File: config.mk
export PLATFORM = sky130hd
export DESIGN_NAME = collision_scanner
export DESIGN_NICKNAME = d
export VERILOG_FILES = /design/src/rtl/collision_scanner_pkg.sv /design/src/rtl/collision_scanner_aabb_overlap.sv /design/src/rtl/collision_scanner.sv
export SDC_FILE = /design/constraint.sdc
export NUM_CORES = 1
export LEC_CHECK = 0
export ABC_CLOCK_PERIOD_IN_PS = 5700
export CORE_MARGIN = 5
export CORE_UTILIZATION = 58
export CTS_BUF_LIST = sky130_fd_sc_hd__clkbuf_4
export CTS_CLUSTER_DIAMETER = 150
export DETAILED_ROUTE_END_ITERATION = 6
export GPL_TIMING_DRIVEN = 0
export PLACE_DENSITY = 0.87
export SLEW_MARGIN = 20
export SYNTH_ARGS = -nofsm -noshare
export SYNTH_HDL_FRONTEND = slang
export SYNTH_HIERARCHICAL = 1
export SYNTH_SLANG_ARGS = --single-unit
File: constraint.sdc
create_clock -name clk -period 5.7 [get_ports clk]
set_clock_uncertainty 0.15 [all_clocks]
set_input_delay 1.425 -clock clk [delete_from_list [all_inputs] [get_ports clk]]
set_output_delay 1.425 -clock clk [all_outputs]
set_load 0.02 [all_outputs]
File: src/rtl/collision_scanner_pkg.sv
// Shared types and defaults for the frog-game collision scanner.
//   scan_state_e   : scanner FSM states
//   TILE_SIZE_DEF  : default side of the square frog/car hitbox, pixels
//   COORD_W_DEF    : default width of every x/y screen coordinate
package collision_scanner_pkg;

    localparam int unsigned TILE_SIZE_DEF = 32;
    localparam int unsigned COORD_W_DEF   = 10;

    typedef enum logic [1:0] {
        ST_IDLE   = 2'd0,
        ST_SCAN   = 2'd1,
        ST_REPORT = 2'd2
    } scan_state_e;

endpackage : collision_scanner_pkg

File: src/rtl/collision_scanner_aabb_overlap.sv
// Strict axis-aligned bounding-box overlap of two TILE_SIZE squares.
//   fx, fy : frog top-left corner
//   cx, cy : car top-left corner
//   hit    : boxes share interior area (touching edges do not count)
// Sums are widened by one bit so a box near the right/bottom screen edge
// cannot wrap around and miss an overlap.
module aabb_overlap
    import collision_scanner_pkg::*;
#(
    parameter int unsigned COORD_W   = COORD_W_DEF,
    parameter int unsigned TILE_SIZE = TILE_SIZE_DEF
) (
    input  logic [COORD_W-1:0] fx,
    input  logic [COORD_W-1:0] fy,
    input  logic [COORD_W-1:0] cx,
    input  logic [COORD_W-1:0] cy,
    output logic               hit
);

    localparam int unsigned SUM_W = COORD_W + 1;

    logic [SUM_W-1:0] tile;
    logic [SUM_W-1:0] fx_e, fy_e, cx_e, cy_e;
    logic             x_ovl, y_ovl;

    assign tile = SUM_W'(TILE_SIZE);
    assign fx_e = SUM_W'(fx);
    assign fy_e = SUM_W'(fy);
    assign cx_e = SUM_W'(cx);
    assign cy_e = SUM_W'(cy);

    // Per-axis interval overlap, then both axes must agree
    always_comb begin
        x_ovl = (fx_e < (cx_e + tile)) && (cx_e < (fx_e + tile));
        y_ovl = (fy_e < (cy_e + tile)) && (cy_e < (fy_e + tile));
        hit   = x_ovl && y_ovl;
    end

endmodule : aabb_overlap

File: src/rtl/collision_scanner.sv
// Time-multiplexed frog-vs-cars collision detector.
// On scan_start the frog, all cars and the level are snapshotted, then one
// car per clock is tested against the frog through a single AABB unit.
// Ports:
//   clk, rst_n          : clock, async active-low reset
//   scan_start          : frame-tick pulse requesting a scan
//   current_level       : level, sets how many cars are active
//   frog_x, frog_y      : frog top-left
//   car_x_bus/car_y_bus : car i at [i*COORD_W +: COORD_W]
//   busy                : scan or report in progress
//   result_valid        : one-cycle pulse qualifying the results
//   death_collision     : an active car overlaps the frog
//   win_collision       : frog at the top and no death
//   hit_index           : lowest overlapping car, held between results
//   scan_overrun        : scan_start arrived while busy
module collision_scanner
    import collision_scanner_pkg::*;
#(
    parameter int unsigned NUM_CARS       = 10,
    parameter int unsigned COORD_W        = COORD_W_DEF,
    parameter int unsigned TILE_SIZE      = TILE_SIZE_DEF,
    parameter int unsigned LEVEL_W        = 4,
    parameter int unsigned CARS_PER_LEVEL = 2,
    parameter int unsigned WIN_Y          = 0
) (
    input  logic                          clk,
    input  logic                          rst_n,
    input  logic                          scan_start,
    input  logic [LEVEL_W-1:0]            current_level,
    input  logic [COORD_W-1:0]            frog_x,
    input  logic [COORD_W-1:0]            frog_y,
    input  logic [NUM_CARS*COORD_W-1:0]   car_x_bus,
    input  logic [NUM_CARS*COORD_W-1:0]   car_y_bus,
    output logic                          busy,
    output logic                          result_valid,
    output logic                          death_collision,
    output logic                          win_collision,
    output logic [$clog2(NUM_CARS)-1:0]   hit_index,
    output logic                          scan_overrun
);

    localparam int unsigned IDX_W = $clog2(NUM_CARS);
    localparam int unsigned CNT_W = $clog2(NUM_CARS + 1);
    localparam int unsigned BUS_W = NUM_CARS * COORD_W;

    scan_state_e          state_q, state_d;
    logic [IDX_W-1:0]     counter_q, counter_d;
    logic [CNT_W-1:0]     active_q, active_d;
    logic                 hit_flag_q, hit_flag_d;
    logic [IDX_W-1:0]     hit_idx_q, hit_idx_d;
    logic [COORD_W-1:0]   snap_fx_q, snap_fx_d;
    logic [COORD_W-1:0]   snap_fy_q, snap_fy_d;
    logic [BUS_W-1:0]     snap_cx_q, snap_cx_d;
    logic [BUS_W-1:0]     snap_cy_q, snap_cy_d;

    logic                 busy_q, busy_d;
    logic                 result_valid_q, result_valid_d;
    logic                 death_q, death_d;
    logic                 win_q, win_d;
    logic [IDX_W-1:0]     hit_index_q, hit_index_d;
    logic                 overrun_q, overrun_d;

    logic [31:0]          level_prod_c;
    logic [CNT_W-1:0]     active_cnt_c;
    logic [COORD_W-1:0]   sel_cx_c, sel_cy_c;
    logic                 overlap_c;
    logic                 car_hit_c;

    // Full-precision level*cars product, clamped to the number of slots
    always_comb begin
        level_prod_c = 32'(current_level) * 32'(CARS_PER_LEVEL);
        if (level_prod_c > 32'(NUM_CARS)) begin
            active_cnt_c = CNT_W'(NUM_CARS);
        end else begin
            active_cnt_c = CNT_W'(level_prod_c);
        end
    end

    // Route the car under test from the snapshot into the shared comparator
    assign sel_cx_c = snap_cx_q[counter_q*COORD_W +: COORD_W];
    assign sel_cy_c = snap_cy_q[counter_q*COORD_W +: COORD_W];

    aabb_overlap #(
        .COORD_W   (COORD_W),
        .TILE_SIZE (TILE_SIZE)
    ) u_aabb (
        .fx  (snap_fx_q),
        .fy  (snap_fy_q),
        .cx  (sel_cx_c),
        .cy  (sel_cy_c),
        .hit (overlap_c)
    );

    // Inactive slots are still visited so scan length is level-independent
    assign car_hit_c = overlap_c && (CNT_W'(counter_q) < active_q);

    // Next-state and registered-output logic
    always_comb begin
        state_d        = state_q;
        counter_d      = counter_q;
        active_d       = active_q;
        hit_flag_d     = hit_flag_q;
        hit_idx_d      = hit_idx_q;
        snap_fx_d      = snap_fx_q;
        snap_fy_d      = snap_fy_q;
        snap_cx_d      = snap_cx_q;
        snap_cy_d      = snap_cy_q;
        result_valid_d = 1'b0;
        death_d        = 1'b0;
        win_d          = 1'b0;
        hit_index_d    = hit_index_q;
        overrun_d      = scan_start && (state_q != ST_IDLE);

        case (state_q)
            ST_IDLE: begin
                if (scan_start) begin
                    snap_fx_d  = frog_x;
                    snap_fy_d  = frog_y;
                    snap_cx_d  = car_x_bus;
                    snap_cy_d  = car_y_bus;
                    active_d   = active_cnt_c;
                    hit_flag_d = 1'b0;
                    hit_idx_d  = '0;
                    counter_d  = '0;
                    state_d    = ST_SCAN;
                end
            end
            ST_SCAN: begin
                // Only the first hit records its index
                if (car_hit_c && !hit_flag_q) begin
                    hit_flag_d = 1'b1;
                    hit_idx_d  = counter_q;
                end
                if (counter_q == IDX_W'(NUM_CARS - 1)) begin
                    state_d = ST_REPORT;
                end else begin
                    counter_d = counter_q + IDX_W'(1);
                end
            end
            ST_REPORT: begin
                result_valid_d = 1'b1;
                death_d        = hit_flag_q;
                win_d          = (snap_fy_q <= COORD_W'(WIN_Y)) && !hit_flag_q;
                hit_index_d    = hit_idx_q;
                state_d        = ST_IDLE;
            end
            default: begin
                state_d = ST_IDLE;
            end
        endcase

        busy_d = (state_d != ST_IDLE);
    end

    // State and output registers
    always_ff @(posedge clk or negedge rst_n) begin
        if (!rst_n) begin
            state_q        <= ST_IDLE;
            counter_q      <= '0;
            active_q       <= '0;
            hit_flag_q     <= 1'b0;
            hit_idx_q      <= '0;
            snap_fx_q      <= '0;
            snap_fy_q      <= '0;
            snap_cx_q      <= '0;
            snap_cy_q      <= '0;
            busy_q         <= 1'b0;
            result_valid_q <= 1'b0;
            death_q        <= 1'b0;
            win_q          <= 1'b0;
            hit_index_q    <= '0;
            overrun_q      <= 1'b0;
        end else begin
            state_q        <= state_d;
            counter_q      <= counter_d;
            active_q       <= active_d;
            hit_flag_q     <= hit_flag_d;
            hit_idx_q      <= hit_idx_d;
            snap_fx_q      <= snap_fx_d;
            snap_fy_q      <= snap_fy_d;
            snap_cx_q      <= snap_cx_d;
            snap_cy_q      <= snap_cy_d;
            busy_q         <= busy_d;
            result_valid_q <= result_valid_d;
            death_q        <= death_d;
            win_q          <= win_d;
            hit_index_q    <= hit_index_d;
            overrun_q      <= overrun_d;
        end
    end

    assign busy            = busy_q;
    assign result_valid    = result_valid_q;
    assign death_collision = death_q;
    assign win_collision   = win_q;
    assign hit_index       = hit_index_q;
    assign scan_overrun    = overrun_q;

endmodule : collision_scanner

# Word level (Yosys, flattened, before mapping)
# Cells that the tools add are included.
# Widths: inputs -> output; s select.
[classes] addsub=5 reduce_logical=15 bitwise_logic=0 shifts=2 n_div=0 n_lt_le_gt_ge=7 mul=1 eq_ne=6 n_mux=15
[op_table] op="$shiftx 100x9->10" count=2
[op_table] op="$add 10x6->11 const B" count=4
[op_table] op="$lt 10x11->1" count=4
[op_table] op="$mux 4" count=4
[op_table] op="$pmux 4 s2" count=2
[op_table] op="$le 10x1->1 const B" count=1
[op_table] op="$logic_and 1x1->1" count=7
[op_table] op="$mul 4x3->7 const B" count=1
[op_table] op="$ne 2x2->1 const B" count=3
[op_table] op="$reduce_and 3->1" count=2
[op_table] op="$reduce_bool 2->1" count=3
[op_table] op="$gt 5x4->1 const B" count=1
[op_table] op="$mux 1" count=5
[op_table] op="$add 4x1->4 const B" count=1
[op_table] op="$eq 4x4->1 const B" count=1
[op_table] op="$lt 4x4->1" count=1
[op_table] op="$mux 2" count=2
[op_table] op="$pmux 2 s2" count=1
[op_table] op="$eq 2x1->1 const B" count=1
[op_table] op="$eq 2x2->1 const B" count=1
[op_table] op="$logic_not 2->1" count=1
[op_table] op="$pmux 1 s2" count=1
[op_table] op="$reduce_and 2->1" count=1
[op_table] op="$logic_not 1->1" count=1
[totals] ff_bits=244 mem_bits_ro=0 output_inout_bits=9 latch_bits=0 ram_bits=0 memories=0

# Longest topological paths before layout
# Gate-level depths: netlist (run 1).
[depth] word_depth=10 mapped_depth=17 ltp_nobuf=15

# Hierarchy
# The synthesis (run 1) kept the hierarchy.
[modules_own_cells] mod="collision_scanner" n_inst=1 cells_each=1185 area_each_um2=10885.4
[modules_own_cells] mod="aabb_overlap" n_inst=1 cells_each=137 area_each_um2=1053.5

# Worst setup path after synthesis (run 1)
# Ideal clock, no wire load.
[synth_path] path_kind="reg2reg" from="register counter_q[0]" to="register hit_idx_q[0]" arrival_ns=3.311 period_less_slack_ns=3.594 path_slack_ns=2.106 required_ns=5.417 path_stages_with_launch=17 path_buffers=2 path_cell_list="dfrtp_1 buf_6 buf_6 mux2_2 o22ai_1 o32ai_1 ha_1 nand3_1 xor2_1 ha_1 and4_1 nand2_1 nand3_1 and4b_1 nor4b_1 o21ai_2 mux2i_1"
[synth_via] elab_chain_cells=10 elab_cells_between_ends=19 classes_between="add/sub: 2; mul: 1; order compare: 5; eq/ne: 1; shift: 2; mux: 2; reduce/logical: 6"
[synth_lines] item="start, declared" line_no="collision_scanner.sv:47" rtl="logic [IDX_W-1:0] counter_q, counter_d;"
[synth_lines] item="start signal, assigned" line_no="collision_scanner.sv:175" rtl="counter_q <= counter_d;"
[synth_lines] item="$mul 4x3->7 *" line_no="collision_scanner.sv:80" rtl="assign sel_cx_c = snap_cx_q[counter_q*COORD_W +: COORD_W];"
[synth_lines] item="$shiftx 100x9->10 *" line_no="collision_scanner.sv:80"
[synth_lines] item="named net sel_cx_c[6]" line_no="collision_scanner.sv:65" rtl="logic [COORD_W-1:0] sel_cx_c, sel_cy_c;"
[synth_lines] item="$add 10x6->11" line_no="collision_scanner_aabb_overlap.sv:34" rtl="x_ovl = (fx_e < (cx_e + tile)) && (cx_e < (fx_e + tile));"
[synth_lines] item="$lt 10x11->1" line_no="collision_scanner_aabb_overlap.sv:34"
[synth_lines] item="$logic_and 1x1->1 *" line_no="collision_scanner_aabb_overlap.sv:34"
[synth_lines] item="$logic_and 1x1->1 *" line_no="collision_scanner_aabb_overlap.sv:36" rtl="hit = x_ovl && y_ovl;"
[synth_lines] item="named net overlap_c" line_no="collision_scanner.sv:66" rtl="logic overlap_c;"
[synth_lines] item="$logic_and 1x1->1 *" line_no="collision_scanner.sv:95" rtl="assign car_hit_c = overlap_c && (CNT_W'(counter_q) < active_q);"
[synth_lines] item="$logic_and 1x1->1 *" line_no="collision_scanner.sv:130" rtl="if (car_hit_c && !hit_flag_q) begin"
[synth_lines] item="$ne 2x2->1 (no line) *"
[synth_lines] item="$reduce_and 3->1 (no line) *"
[synth_lines] item="end signal, assigned" line_no="collision_scanner.sv:178" rtl="hit_idx_q <= hit_idx_d;"
[synth_lines] item="end, declared" line_no="collision_scanner.sv:50" rtl="logic [IDX_W-1:0] hit_idx_q, hit_idx_d;"
# The timed path passes the listed nets; every way through them passes the cells marked *. The select of a mux whose other input is x is not followed.
# A chain may end at the register's enable or synchronous reset.

# Final worst setup path (run 1)
[layout_path] from="register counter_q[0]" to="register hit_idx_q[1]"
# Same word-level chain as after synthesis.

==> impl_metrics.json, run 1 <==
{
  "wirelength_mm": 36.9,
  "met2_usage": 0.501,
  "hpwl_mm": 27.3,
  "avgSynthCellArea_um2": 9.03,
  "status": "complete, no violations",
  "async_flop_share": 1.00,
  "placed_area_um2": 14700,
  "worstPathRequired_ps": 6090,
  "rsz0062_at_grt": "false",
  "synth_fp_nets": 1591,
  "ys_seq_area_frac": 0.509,
  "grt_pass1_wl_mm": 57.4,
  "postRouteAntennaNets": 0,
  "synth.distinct_cells": 46,
  "port-buffer-count": 235,
  "fmax_ghz": 0.228,
  "tightest_slew_ps": 762,
  "post-route-util": 0.764,
  "final_area_um2": 15500,
  "netlist_instances": 1322,
  "drtIter0Drc": 770,
  "grt_start_max_net_pins": 96,
  "layout-drive-gt1-share": 0.127,
  "pwr-share-seq": 0.348,
  "setup_tns_ps": 0,
  "placed_cells": 1829,
  "max-slew-margin-rel": 0.490,
  "final_cells": 1936,
  "post-route-period-util": 0.769,
  "start_util": 0.590,
  "num_rows": 52,
  "use_met3": 0.0769,
  "insertion_delay_ps": 690,
  "num_vias": 10800,
  "rr_worst_depth": 15,
  "switching_share": 0.414,
  "route.detailed.drc": 0,
  "die_h_um": 153,
  "setup_viol": 0,
  "cts_buffers": 66,
  "cts_setup_buffers": 0,
  "p_per_area_nw_per_um2": 566,
  "num_io_pins": 236,
  "fp.dieW_um": 153,
  "yosys.area.top_type": "dfrtp_1",
  "p_comb_frac": 0.481,
  "synth_ff_type": "dfrtp_1",
  "fin_nets": 1896,
  "design.core.area_um2": 20200,
  "use_met1": 0.400,
  "maxCapViolCount": 0,
  "worstPathArrival_ps": 4770,
  "cp-end-kind": "flip-flop",
  "finalCriticalPeriod_ps": 4380,
  "setup.worst_path.start_class": "flip-flop",
  "grt_usage": 0.309,
  "worstSetupPathType": "reg -> reg",
  "grt_antenna_before_repair": 1,
  "via_per_inst": 5.57,
  "wl_per_cell_um": 19.0,
  "power.leakage_nw": 7.86,
  "final_cell_mix": "nand2_1 (681), dfrtp_1 (243), clkdlybuf4s50_1 (234), clkbuf_4 (93), mux2_2 (44)",
  "yosys_warnings": 6,
  "first_pass_iters": 5,
  "post_cts_resized": 0,
  "top_usage_layer": "met2",
  "synthToLayoutAreaGrowth_pct": 29.5,
  "cts_sinks": 243,
  "yosysTopAreaCellShare": 0.509,
  "max-vdd-ir-drop_mv": 0.228,
  "hold_depth": 2,
  "die_area_um2": 23600,
  "ys_ff_latch": 243,
  "grt_overflow": 0,
  "hold_violations": 0,
  "grt_pass1_vias": 11100,
  "finalPower_mw": 8.75,
  "layout_commonest_cell": "nand2_1",
  "htree_levels": 3,
  "cts_tree": "done",
  "cp_max_fo": 10,
  "finalMaxSlewViolations": 0,
  "syn-cell-area_um2": 11900,
  "clock_power_share": 0.171,
  "hold_buffers": 0,
  "clkTransAtPathRegs_ps": 60,
  "synth-edff-count": 0,
  "synth_area_leaders": "dfrtp_1 (51%), nand2_1 (21%), ha_1 (4.4%)",
  "cts_buffer_depth": 3,
  "cts-root-buf": "clkbuf_4",
  "power_switching_mw": 3.62,
  "hp-class": "reg -> reg",
  "p_int_mw": 5.13,
  "gp_congestion": 0.956
}
-- worst max-delay path: stages (launching register included) --
cell     delay [ps]
dfrtp_1         530
buf_6           240
buf_8           190
mux2_2          350
o22ai_1         350
o32ai_1         170
ha_1            360
a21oi_1         160
o21ai_1          80
and4_1          200
o311a_1         330
a21oi_1         170
and4b_1         280
nor4b_1         330
o21ai_2         200
mux2i_1         160
-- through the flow --
stage	setup WS [ps]	hold WS, ps
global placement	-6850	299
finish	1320	319
global route	1140	336
detailed placement	1400	307
floorplan	2110	287
CTS	1390	322
-- final cells by class --
class,instances,area (um2)
clock inverters,14,83.8
inverters,27,101
clock buffers,92,691
flip-flops and latches,243,6080
plain buffers,74,403
repair buffers,237,2410
well taps,270,338
diodes,1,2.50
multi-input cells,978,5350
fillers,1394,4770
-- synth_stat cells (4+ instances only) --
library cell,instances
a211oi_1,4
a21oi_1,13
buf_1,4
buf_2,40
buf_6,5
clkbuf_1,19
dfrtp_1,243
ha_1,42
inv_1,27
mux2_2,44
mux2i_1,24
mux4_1,8
mux4_2,12
nand2_1,681
nand3_1,15
nor2_1,29
nor2b_1,8
o21ai_0,8
o22ai_1,22
o32ai_1,20
xnor2_1,7
xor2_1,7
-- cells by family (layout without fill, tap and decap cells) --
| family | after synthesis | after routing | share of synthesized area |
|---|---|---|---|
| muxes | 88 | 88 | 0.102 |
| xor gates and xnor gates | 14 | 14 | 0.0103 |
| and+or+nand+nor | 756 | 756 | 0.248 |
| other | 0 | 1 | 0 |
| adders and majority gates | 42 | 42 | 0.0440 |
| DFF | 243 | 243 | 0.509 |
| buffers and inverters | 101 | 444 | 0.0422 |
| AOI/OAI and AO/OA | 78 | 78 | 0.0445 |
-- worst paths after layout --
path                                            from                   endpoint  slack, ps
setup / recovery            counter_q[0]$_DFFE_PN0P_   hit_idx_q[1]$_DFFE_PN0P_       1320
hold / removal             snap_cy_q[31]$_DFFE_PN0P_  snap_cy_q[31]$_DFFE_PN0P_        320
setup reg to reg            counter_q[0]$_DFFE_PN0P_   hit_idx_q[1]$_DFFE_PN0P_       1320
hold reg to reg            snap_cy_q[31]$_DFFE_PN0P_  snap_cy_q[31]$_DFFE_PN0P_        320
max in group asynchronous                      rst_n  snap_cx_q[88]$_DFFE_PN0P_       4000
min in group asynchronous                      rst_n  snap_cy_q[38]$_DFFE_PN0P_        530
-- power groups by stage --
stage,Sequential (mW),Combinational [mW],Clock [mW]
after CTS,3.02,4.14,1.52
after detailed placement,3.04,4.09,0
after global placement,3.00,3.94,0
after global routing,3.12,4.59,1.60
after floorplan,2.88,2.88,0
final,3.04,4.21,1.50
-- layer usage --
layer / part of all wire / up-vias
li1: - / 4925
met1: 0.39 / 5166
met2: 0.48 / 581
met3: 0.091 / 104
met4: 0.036 / 0
met5: 0 / -
-- flip-flops by register name, summed over array words and instances (netlist names) --
register / cells
snap_fy_q: 10
snap_cx_q: 100
snap_cy_q: 100
win_collision: 1
hit_flag_q: 1
counter_q: 4
death_collision: 1
busy: 1
state_q: 2
snap_fx_q: 10
hit_idx_q: 4
scan_overrun: 1
active_q: 3
result_valid: 1
hit_index: 4
Note: power is estimated with default switching activity, not from simulation.
==> inputs of run 2 (changes only) <==
ABC_CLOCK_PERIOD_IN_PS = 4300   (was 5700)
CORE_UTILIZATION = 54   (was 58)
PLACE_DENSITY = 0.82   (was 0.87)
clock period = 4.3 ns   (was 5.7 ns; I/O delays follow)
==> impl_metrics.json, run 2 (same netlist as run 1, synthesis figures left out) <==
{
  "reg2reg_slack_ps": 220,
  "hold_violations": 0,
  "dpl_worst_slack_ps": -59.8,
  "worstPathArrival_ps": 4470,
  "design.core.area_um2": 21800,
  "route.detailed.drc": 0,
  "post-route-period-util": 0.948,
  "cts_buffer_depth": 3,
  "die_h_um": 159,
  "first_pass_iters": 5,
  "reg_top3": "snap_cx_q: 100 flops, snap_cy_q: 100 flops",
  "fin_nets": 1892,
  "r2r_start": "counter_q[0]$_DFFE_PN0P_",
  "maxCapViolCount": 0,
  "setup_tns_ps": 0,
  "grt_antenna_before_repair": 2,
  "cp_max_fo": 10,
  "cp-end-kind": "flip-flop",
  "num_vias": 10500,
  "worst_slack_ps": 222,
  "power.leakage_nw": 7.86,
  "start_util": 0.547,
  "clkTransAtPathRegs_ps": 70,
  "grt_usage": 0.291,
  "grt_pass1_wl_mm": 56.6,
  "postRouteAntennaNets": 0,
  "crit_buf_inv": 2,
  "worstSetupPathType": "reg -> reg",
  "wirelength_mm": 36.4,
  "worstPathRequired_ps": 4690,
  "fmax_ghz": 0.245,
  "setup_viol": 0,
  "r2r-end": "hit_idx_q[2]$_DFFE_PN0P_",
  "hpwl_mm": 27.0,
  "cts_tree": "done",
  "htree_levels": 2,
  "wl_per_cell_um": 18.8,
  "status": "complete, no violations",
  "final_cell_mix": "nand2_1 (681), dfrtp_1 (242), clkdlybuf4s50_1 (234), clkbuf_4 (88), mux2_2 (44)",
  "finalMaxSlewViolations": 0,
  "grt_pass1_vias": 10800,
  "max-vdd-ir-drop_mv": 0.264,
  "p_per_area_nw_per_um2": 745,
  "rr_worst_depth": 15,
  "die_area_um2": 25200,
  "hold_buffers": 0,
  "fp.dieW_um": 159,
  "cts_buffers": 60,
  "hp-class": "in -> async",
  "grt_overflow": 0,
  "layout_commonest_cell": "nand2_1",
  "num_io_pins": 236,
  "grt_start_max_net_pins": 91,
  "whs_ps": 153,
  "setup.worst_path.start_class": "flip-flop",
  "insertion_delay_ps": 710,
  "crit_chain": "buf_6 > buf_8 > mux2_2 > o22ai_1 > o32ai_1 > ha_1 > a21oi_1 > o21ai_1 > and4_1 > o311a_1 > a21oi_1 > and4b_1 > nor4b_2 > o21ai_2 > mux2i_1",
  "cts_sinks": 243,
  "critPathMostFrequentCell": "a21oi_1",
  "max-slew-margin-rel": 0.487,
  "finalCriticalPeriod_ps": 4080,
  "via_per_inst": 5.42,
  "drtIter0Drc": 750,
  "synthToLayoutAreaGrowth_pct": 30.1,
  "crit_path_top_delay_cell": "dfrtp_2",
  "tightest_slew_ps": 767,
  "cpPeakStageDelay_ps": 460,
  "cp_top_family": "compound AO/OA/AOI/OAI gates",
  "cts-root-buf": "clkbuf_4",
  "port-buffer-count": 235,
  "num_rows": 54,
  "gp_congestion": 0.905,
  "layout-drive-gt1-share": 0.132
}
[run 2: changes by cell type in the layout (fill, tap and decap cells not counted), moves of 3 or more]
cell	previous run	this run
buf_4	3	6
o32ai_1	20	12
clkbuf_4	93	88
buf_2	40	37
o32ai_2	0	7
[run 2: worst max path at each step]
stage / startpoint / to / slack [ps] / depth (start not counted)
after CTS: counter_q[0]$_DFFE_PN0P_ / hit_idx_q[2]$_DFFE_PN0P_ / 30 / 16
final: counter_q[0]$_DFFE_PN0P_ / hit_idx_q[2]$_DFFE_PN0P_ / 220 / 15
after global placement: rst_n / result_valid$_DFF_PN0_ / -7960 / 1
after global routing: counter_q[1]$_DFFE_PN0P_ / hit_idx_q[0]$_DFFE_PN0P_ / -2 / 16
after floorplan: counter_q[0]$_DFFE_PN0P_ / hit_idx_q[0]$_DFFE_PN0P_ / 710 / 16
after detailed placement: counter_q[0]$_DFFE_PN0P_ / hit_idx_q[2]$_DFFE_PN0P_ / -60 / 16
[run 2: metal layers]
metal	share of wire	up-vias	GRT usage
li1	-	4919	-
met1	0.41	5009	0.391
met2	0.47	483	0.465
met3	0.092	83	0.0688
met4	0.030	2	0.105
met5	0.00036	-	0
[run 2: cell type report]
cell class	instances	area [um2]
Antenna cell	1	2.50
Inverter	27	101
Clock inverter	11	68.8
Fill cell	1687	6300
Sequential cell	243	6080
Buffer	74	413
Multi-Input combinational cell	978	5440
Timing Repair Buffer	239	2430
Clock buffer	85	638
Tap cell	280	350
[run 2: report_power, final]
part	switching [mW]	leakage, nW	internal [mW]
Sequential	0.716	3.01	3.34
Clock	0.907	0.429	0.954
Combinational	3.13	4.42	2.51
[run 2: timing repair]
item                       4_1_cts  5_1_grt
gates resized for setup          6       14
setup endpoints to repair        4        5
buffers inserted                 0        2
pin swaps                        0        2
[run 2: per-stage QoR]
step | instances | total power [mW] | cell area [um2] | utilization
2_1_floorplan | 1322 | 7.64 | 11900 | -
3_3_place_gp | 1837 | 9.22 | 14600 | 0.671
3_5_place_dp | 1839 | 9.44 | 14700 | 0.674
4_1_cts | 1935 | 11.4 | 15400 | 0.708
5_1_grt | 1938 | 12.4 | 15500 | 0.712
6_report | 1938 | 11.6 | 15500 | 0.712
